==> src/rtl/v2f_eval_pkg.sv <==
// Shared opcode, state and sign-correction definitions for the v2f combinator evaluator.
package v2f_eval_pkg;

    localparam int V2F_MAX_WIDTH = 32;

    typedef enum logic [4:0] {
        OP_ADD = 5'd0,
        OP_SUB,
        OP_MUL,
        OP_DIV,
        OP_MOD,
        OP_AND,
        OP_OR,
        OP_XOR,
        OP_SHL,
        OP_SHR,
        OP_LT,
        OP_LE,
        OP_GT,
        OP_GE,
        OP_EQ,
        OP_NE,
        OP_NEG,
        OP_NOT,
        OP_POW = 5'd18
    } v2f_op_e;

    typedef enum logic [1:0] {
        ST_IDLE,
        ST_DIVIDE,
        ST_POWER
    } v2f_state_e;

    // Turns an unsigned magnitude back into a two's complement value.
    function automatic logic [V2F_MAX_WIDTH-1:0] v2f_fix_sign(
        input logic [V2F_MAX_WIDTH-1:0] mag,
        input logic                     neg
    );
        return neg ? (~mag + 1'b1) : mag;
    endfunction

endpackage

==> src/rtl/v2f_eval_divider.sv <==
// Restoring divider on unsigned magnitudes: one quotient bit per cycle, WIDTH cycles after start.
module v2f_eval_divider
    import v2f_eval_pkg::*;
#(
    parameter int WIDTH = 32
) (
    input  logic             clk,
    input  logic             rst_n,
    input  logic             start_i,
    input  logic [WIDTH-1:0] dividend_i,
    input  logic [WIDTH-1:0] divisor_i,
    output logic             done_o,
    output logic [WIDTH-1:0] quot_o,
    output logic [WIDTH-1:0] rem_o
);

    localparam int CNT_W = $clog2(WIDTH + 1);

    logic             busy_q, busy_d;
    logic [CNT_W-1:0] cnt_q, cnt_d;
    logic [WIDTH-1:0] quot_q, quot_d;
    logic [WIDTH-1:0] rem_q, rem_d;
    logic [WIDTH-1:0] dvsr_q, dvsr_d;

    logic [WIDTH:0]   rem_sh;
    logic [WIDTH-1:0] diff;
    logic             ge;

    // The dividend is shifted out of the quotient register as quotient bits shift in.
    assign rem_sh = {rem_q, quot_q[WIDTH-1]};
    assign ge     = (rem_sh >= {1'b0, dvsr_q});
    assign diff   = rem_sh[WIDTH-1:0] - dvsr_q;

    // Results of the final iteration are presented combinationally so the caller can load them on that edge.
    assign quot_o = {quot_q[WIDTH-2:0], ge};
    assign rem_o  = ge ? diff : rem_sh[WIDTH-1:0];
    assign done_o = busy_q && (cnt_q == CNT_W'(1));

    always_comb begin
        busy_d = busy_q;
        cnt_d  = cnt_q;
        quot_d = quot_q;
        rem_d  = rem_q;
        dvsr_d = dvsr_q;
        if (start_i) begin
            busy_d = 1'b1;
            cnt_d  = CNT_W'(WIDTH);
            quot_d = dividend_i;
            rem_d  = '0;
            dvsr_d = divisor_i;
        end else if (busy_q) begin
            quot_d = quot_o;
            rem_d  = rem_o;
            cnt_d  = cnt_q - CNT_W'(1);
            if (cnt_q == CNT_W'(1)) begin
                busy_d = 1'b0;
            end
        end
    end

    always_ff @(posedge clk or negedge rst_n) begin
        if (!rst_n) begin
            busy_q <= 1'b0;
            cnt_q  <= '0;
            quot_q <= '0;
            rem_q  <= '0;
            dvsr_q <= '0;
        end else begin
            busy_q <= busy_d;
            cnt_q  <= cnt_d;
            quot_q <= quot_d;
            rem_q  <= rem_d;
            dvsr_q <= dvsr_d;
        end
    end

endmodule

==> src/rtl/v2f_combinator_eval.sv <==
// Reference evaluator for Factorio arithmetic/decider combinator semantics.
// Define V2F_EVAL_POW_EN to build the POWER state; otherwise POW reports err like a reserved opcode.
module v2f_combinator_eval
    import v2f_eval_pkg::*;
#(
    parameter int WIDTH = 32
) (
    input  logic             clk,
    input  logic             rst_n,
    input  logic             in_valid,
    output logic             in_ready,
    input  logic [4:0]       op,
    input  logic [WIDTH-1:0] a,
    input  logic [WIDTH-1:0] b,
    output logic             out_valid,
    input  logic             out_ready,
    output logic [WIDTH-1:0] y,
    output logic             err
);

    if (WIDTH < 2 || WIDTH > V2F_MAX_WIDTH) begin : g_bad_width
        $error("v2f_combinator_eval: WIDTH must be within 2..32");
    end

    v2f_state_e       state_q, state_d;
    logic             rst_done_q;
    logic             out_valid_q, out_valid_d;
    logic [WIDTH-1:0] y_q, y_d;
    logic             err_q, err_d;
    logic             a_neg_q, a_neg_d;
    logic             b_neg_q, b_neg_d;
    logic             b_zero_q, b_zero_d;
    logic             is_mod_q, is_mod_d;

    v2f_op_e                 op_e;
    logic                    accept;
    logic                    div_start;
    logic                    div_done;
    logic [WIDTH-1:0]        div_quot, div_rem;
    logic [WIDTH-1:0]        a_mag, b_mag;
    logic signed [WIDTH-1:0] sa, sb;
    logic [WIDTH-1:0]        alu_y;
    logic                    alu_err;

    assign op_e      = v2f_op_e'(op);
    assign sa        = a;
    assign sb        = b;
    assign a_mag     = a[WIDTH-1] ? (~a + 1'b1) : a;
    assign b_mag     = b[WIDTH-1] ? (~b + 1'b1) : b;
    assign in_ready  = rst_done_q && (state_q == ST_IDLE) && (!out_valid_q || out_ready);
    assign accept    = in_valid && in_ready;
    assign out_valid = out_valid_q;
    assign y         = y_q;
    assign err       = err_q;

    v2f_eval_divider #(.WIDTH(WIDTH)) u_divider (
        .clk        (clk),
        .rst_n      (rst_n),
        .start_i    (div_start),
        .dividend_i (a_mag),
        .divisor_i  (b_mag),
        .done_o     (div_done),
        .quot_o     (div_quot),
        .rem_o      (div_rem)
    );

`ifdef V2F_EVAL_POW_EN
    localparam int CNT_W = $clog2(WIDTH + 1);

    logic [WIDTH-1:0] base_q, base_d;
    logic [WIDTH-1:0] exp_q, exp_d;
    logic [WIDTH-1:0] acc_q, acc_d;
    logic [CNT_W-1:0] pcnt_q, pcnt_d;
    logic [WIDTH-1:0] pow_acc_nxt;

    assign pow_acc_nxt = exp_q[0] ? WIDTH'(acc_q * base_q) : acc_q;

    always_ff @(posedge clk or negedge rst_n) begin
        if (!rst_n) begin
            base_q <= '0;
            exp_q  <= '0;
            acc_q  <= '0;
            pcnt_q <= '0;
        end else begin
            base_q <= base_d;
            exp_q  <= exp_d;
            acc_q  <= acc_d;
            pcnt_q <= pcnt_d;
        end
    end
`endif

    // Single-cycle datapath; anything it does not recognise is reported as an error with y = 0.
    always_comb begin
        alu_y   = '0;
        alu_err = 1'b0;
        case (op_e)
            OP_ADD:  alu_y = a + b;
            OP_SUB:  alu_y = a - b;
            OP_MUL:  alu_y = WIDTH'(a * b);
            OP_AND:  alu_y = a & b;
            OP_OR:   alu_y = a | b;
            OP_XOR:  alu_y = a ^ b;
            OP_SHL:  alu_y = a << b[4:0];
            OP_SHR:  alu_y = sa >>> b[4:0];
            OP_LT:   alu_y = WIDTH'(sa <  sb);
            OP_LE:   alu_y = WIDTH'(sa <= sb);
            OP_GT:   alu_y = WIDTH'(sa >  sb);
            OP_GE:   alu_y = WIDTH'(sa >= sb);
            OP_EQ:   alu_y = WIDTH'(sa == sb);
            OP_NE:   alu_y = WIDTH'(sa != sb);
            OP_NEG:  alu_y = ~a + 1'b1;
            OP_NOT:  alu_y = ~a;
            default: alu_err = 1'b1;
        endcase
    end

    always_comb begin
        state_d     = state_q;
        out_valid_d = out_valid_q;
        y_d         = y_q;
        err_d       = err_q;
        a_neg_d     = a_neg_q;
        b_neg_d     = b_neg_q;
        b_zero_d    = b_zero_q;
        is_mod_d    = is_mod_q;
        div_start   = 1'b0;
`ifdef V2F_EVAL_POW_EN
        base_d      = base_q;
        exp_d       = exp_q;
        acc_d       = acc_q;
        pcnt_d      = pcnt_q;
`endif
        if (out_valid_q && out_ready) begin
            out_valid_d = 1'b0;
        end
        case (state_q)
            ST_IDLE: begin
                if (accept) begin
                    a_neg_d  = a[WIDTH-1];
                    b_neg_d  = b[WIDTH-1];
                    b_zero_d = (b == '0);
                    is_mod_d = (op_e == OP_MOD);
                    if (op_e == OP_DIV || op_e == OP_MOD) begin
                        div_start = 1'b1;
                        state_d   = ST_DIVIDE;
                    end
`ifdef V2F_EVAL_POW_EN
                    else if (op_e == OP_POW) begin
                        base_d  = a;
                        exp_d   = b;
                        acc_d   = WIDTH'(1);
                        pcnt_d  = CNT_W'(WIDTH);
                        state_d = ST_POWER;
                    end
`endif
                    else begin
                        out_valid_d = 1'b1;
                        y_d         = alu_y;
                        err_d       = alu_err;
                    end
                end
            end
            // Quotient sign follows A^B, remainder sign follows A; a zero divisor always yields 0.
            ST_DIVIDE: begin
                if (div_done) begin
                    out_valid_d = 1'b1;
                    err_d       = 1'b0;
                    if (b_zero_q) begin
                        y_d = '0;
                    end else if (is_mod_q) begin
                        y_d = WIDTH'(v2f_fix_sign(V2F_MAX_WIDTH'(div_rem), a_neg_q));
                    end else begin
                        y_d = WIDTH'(v2f_fix_sign(V2F_MAX_WIDTH'(div_quot), a_neg_q ^ b_neg_q));
                    end
                    state_d = ST_IDLE;
                end
            end
`ifdef V2F_EVAL_POW_EN
            ST_POWER: begin
                acc_d  = pow_acc_nxt;
                base_d = WIDTH'(base_q * base_q);
                exp_d  = exp_q >> 1;
                pcnt_d = pcnt_q - CNT_W'(1);
                if (pcnt_q == CNT_W'(1)) begin
                    out_valid_d = 1'b1;
                    err_d       = 1'b0;
                    y_d         = b_neg_q ? '0 : pow_acc_nxt;
                    state_d     = ST_IDLE;
                end
            end
`endif
            default: state_d = ST_IDLE;
        endcase
    end

    always_ff @(posedge clk or negedge rst_n) begin
        if (!rst_n) begin
            state_q     <= ST_IDLE;
            rst_done_q  <= 1'b0;
            out_valid_q <= 1'b0;
            y_q         <= '0;
            err_q       <= 1'b0;
            a_neg_q     <= 1'b0;
            b_neg_q     <= 1'b0;
            b_zero_q    <= 1'b0;
            is_mod_q    <= 1'b0;
        end else begin
            state_q     <= state_d;
            rst_done_q  <= 1'b1;
            out_valid_q <= out_valid_d;
            y_q         <= y_d;
            err_q       <= err_d;
            a_neg_q     <= a_neg_d;
            b_neg_q     <= b_neg_d;
            b_zero_q    <= b_zero_d;
            is_mod_q    <= is_mod_d;
        end
    end

endmodule

==> config.mk <==
export PLATFORM = sky130hd
export DESIGN_NAME = v2f_combinator_eval
export DESIGN_NICKNAME = d
export VERILOG_FILES = /design/src/rtl/v2f_eval_pkg.sv /design/src/rtl/v2f_eval_divider.sv /design/src/rtl/v2f_combinator_eval.sv
export SDC_FILE = /design/constraint.sdc
export NUM_CORES = 2
export LEC_CHECK = 0
export CORE_UTILIZATION = 45
export CTS_BUF_LIST = sky130_fd_sc_hd__clkbuf_4 sky130_fd_sc_hd__clkbuf_8
export DETAILED_ROUTE_END_ITERATION = 8
export PLACE_DENSITY_LB_ADDON = 0.25
export SYNTH_ARGS = -nofsm -noshare
export SYNTH_HDL_FRONTEND = slang
export SYNTH_SLANG_ARGS = --single-unit
==> constraint.sdc <==
create_clock -name clk -period 4.53 [get_ports clk]
set_input_delay 0.906 -clock clk [delete_from_list [all_inputs] [get_ports clk]]
set_output_delay 0.906 -clock clk [all_outputs]
set_load 0.005 [all_outputs]
==> run summary <==
outcome - finished with violations
failing checks - setup timing
Post-synth ARST share - 100.0%
Critical R2R Launch - u_divider.rem_q[5]
number of buffers created by CTS - 17
DRC - 0
crit path capture type - flip-flop
die area - 79000 um^2
register area share after synthesis - 10.21%
Setup TNS Final - -56.46 ns
Routability Congestion - 1.043
Initial Utilization - 45.84%
first drt pass iteration count - 6
final number of setup-violating endpoints - 27
clk_skew - 0.02217 ns
Mapped Nets - 5263
HP Class - in2async
Port Buf Inserts - 107
total gr overflow - 0
max-slew violations - 0
Final min period - 7.327 ns
Setup WS post-layout - -2.797 ns
Ports - 108
first-pass GRT wire length - 247000 um
Core Region - 76450 um^2
vias in the first global route - 38180
unrepaired setup endpoints after global routing - true
Startpoint Class - input pin
crit path DAT - 7.70 ns
largest net degree at the start of global routing - 80
clock latency on the worst-skew pair - 0.49 ns
Area Overhead vs Synth - 34.94%
Die X - 281.1 um
met2 WL post-DR - 72510 um
post-route ant nets - 0
Fillers - 6759
final hold vios - 0
Post-synth EDFFs - 0
wl on met1 - 63780 um
Max-Cap Viols - 0
Mean Syn Cell Area - 7.754 um^2
most common cell after layout, fill and taps aside - buf_4
Root Driver - clkbuf_8
CTS tree - built
Netlist cell types - 90
overall routed net length - 168600 um
htree depth - 4
clock sink count - 143
Initial DRC Count - 4757
met3 routed WL - 17940 um
Main synth FF type - dfrtp_1
Critical Path RT - 4.90 ns
max layer used - met5
nets - 6007
Worst-path clk slew - 0.10 ns
worst slew pin tran - 0.8869 ns
initial antenna violation count - 3
layout cell share with drive strength beyond 1 - 28.80%
Slew headroom - 40.25%
final hold slack - 0.4808 ns
Global Route Usage Sum - 42.58%
Post-DP HPWL - 133500 um
period utilization - 161.8%
most frequent cells in the layout - buf_4, nor2_1, nand2_1
Vert. Die Dim - 281.1 um
crit-path max FO - 8
FF+latch count, synth - 143
Gate Count Post-Synth - 4520
Yosys Warn Count - 0
CTS max path bufs - 2
Syn Std Cell Area - 35050 um^2
Row Count - 101
fmax - 136.5 MHz
CTS hold repair buffers - 0
WL/cell - 26.73 um
WS Path Type - in2reg
crit path from - b[2]
Vias - 38100
mean number of vias per cell - 6.039
layer usage:
layer  vias up  global-route usage (%)
li1      16540                       -
met1     18420                   54.35
met2      2505                   64.60
met3       639                   8.488
met4         2                   29.69
met5         -                       0
kinds of logic after synthesis:
kind of cell	share of synthesized area [%]
compound gates	17.38
flops	10.21
other cells	0.01070
simple gates	17.83
buf+inv	9.004
fa+ha+maj	32.72
mux	5.677
xor+xnor	7.172
through the flow:
stage	util (%)	setup WS (ns)	instances	instance area, um^2
after floorplan	-	-3.013	4520	35500
after global placement	56.20	-3.772	6172	42970
after detailed placement	56.20	-3.862	6172	42970
after CTS	60.78	-2.699	6300	46470
after global routing	61.85	-2.895	6308	47290
final	61.86	-2.797	6309	47290
worst paths after layout:
check	to	slack (ns)	cells past startpoint
setup / recovery	y[27]	-2.80	28
hold / removal	u_divider.quot_q[22]	0.48	1
setup reg to reg	y[8]	-0.11	17
hold reg to reg	u_divider.dvsr_q[30]	0.49	2
max in group asynchronous	u_divider.dvsr_q[14]	3.18	2
min in group clk	u_divider.dvsr_q[30]	0.49	2
synthesized netlist by cell type, types with 13 or more instances:
master,count,area share (%)
clkinv_1,21,0.22
xnor2_1,230,5.7
clkbuf_1,208,2.2
nor4_1,26,0.46
mux4_2,22,1.4
mux2i_1,138,3.9
nand2_1,480,5.1
or4_1,17,0.36
nand3_1,45,0.64
nand2b_1,25,0.45
ha_1,259,9.2
o22ai_1,33,0.59
inv_1,506,5.4
nor2_1,655,7.0
or3_1,37,0.66
nor3_1,76,1.1
xor2_1,57,1.4
a31oi_1,27,0.48
nand4_1,24,0.43
a221oi_1,14,0.35
a21o_1,41,0.88
o211ai_1,39,0.84
fa_1,411,23
and3_1,14,0.25
o41ai_1,14,0.35
a21oi_1,233,3.3
a22oi_1,36,0.77
o21a_1,13,0.28
buf_1,62,0.66
o31ai_1,24,0.51
a211oi_1,68,1.5
o21ai_0,287,4.1
o21bai_1,24,0.51
dfrtp_1,143,10
timing repair:
action                                  in CTS  in global routing
cloned                                       7                  1
pin swaps                                  290                191
setup buffers                              107                 21
resized for setup                          718                187
endpoints found under the setup margin      37                 34
state kept, by name, summed over array words and instances (netlist names):
| name | cells |
|---|---|
| u_divider.busy_q | 1 |
| b_neg_q | 1 |
| b_zero_q | 1 |
| out_valid | 1 |
| a_neg_q | 1 |
| u_divider.dvsr_q | 32 |
| u_divider.cnt_q | 6 |
| rst_done_q | 1 |
| y | 32 |
| u_divider.rem_q | 32 |
| state_q | 1 |
| is_mod_q | 1 |
| u_divider.quot_q | 32 |
| err | 1 |
worst max-delay path: stages:
cell	delay, ns
buf_12	0.12
clkinv_16	0.07
buf_12	0.14
buf_8	0.13
nor2_4	0.04
fa_1	0.53
inv_1	0.06
fa_1	0.48
fa_1	0.52
fa_1	0.52
inv_2	0.05
ha_4	0.26
ha_4	0.19
fa_1	0.48
fa_1	0.54
ha_4	0.22
a21o_1	0.20
a21o_1	0.22
a21oi_2	0.24
a31oi_4	0.18
a31oi_4	0.31
o21bai_4	0.10
a21oi_2	0.15
mux2i_2	0.33
a31oi_2	0.16
a211o_1	0.25
a32oi_1	0.16
o311ai_1	0.12
final cells by class:
cell class                 count  area [um^2]  share of cell area, %
inverter                     534         2193                  4.638
clock inverter                13        209.0                 0.4418
timing repair buffer        1009         8931                  18.89
timing repair inverter         4        31.28                0.06614
sequential                   143         3582                  7.575
tap                         1030         1289                  2.725
clock buffer                  19        255.2                 0.5397
antenna                        2        5.005                0.01058
multi-input combinational   3555        30800                  65.12
Power is not shown: default switching activity piles up to over one toggle a cycle in this logic, so the estimate is an artifact.
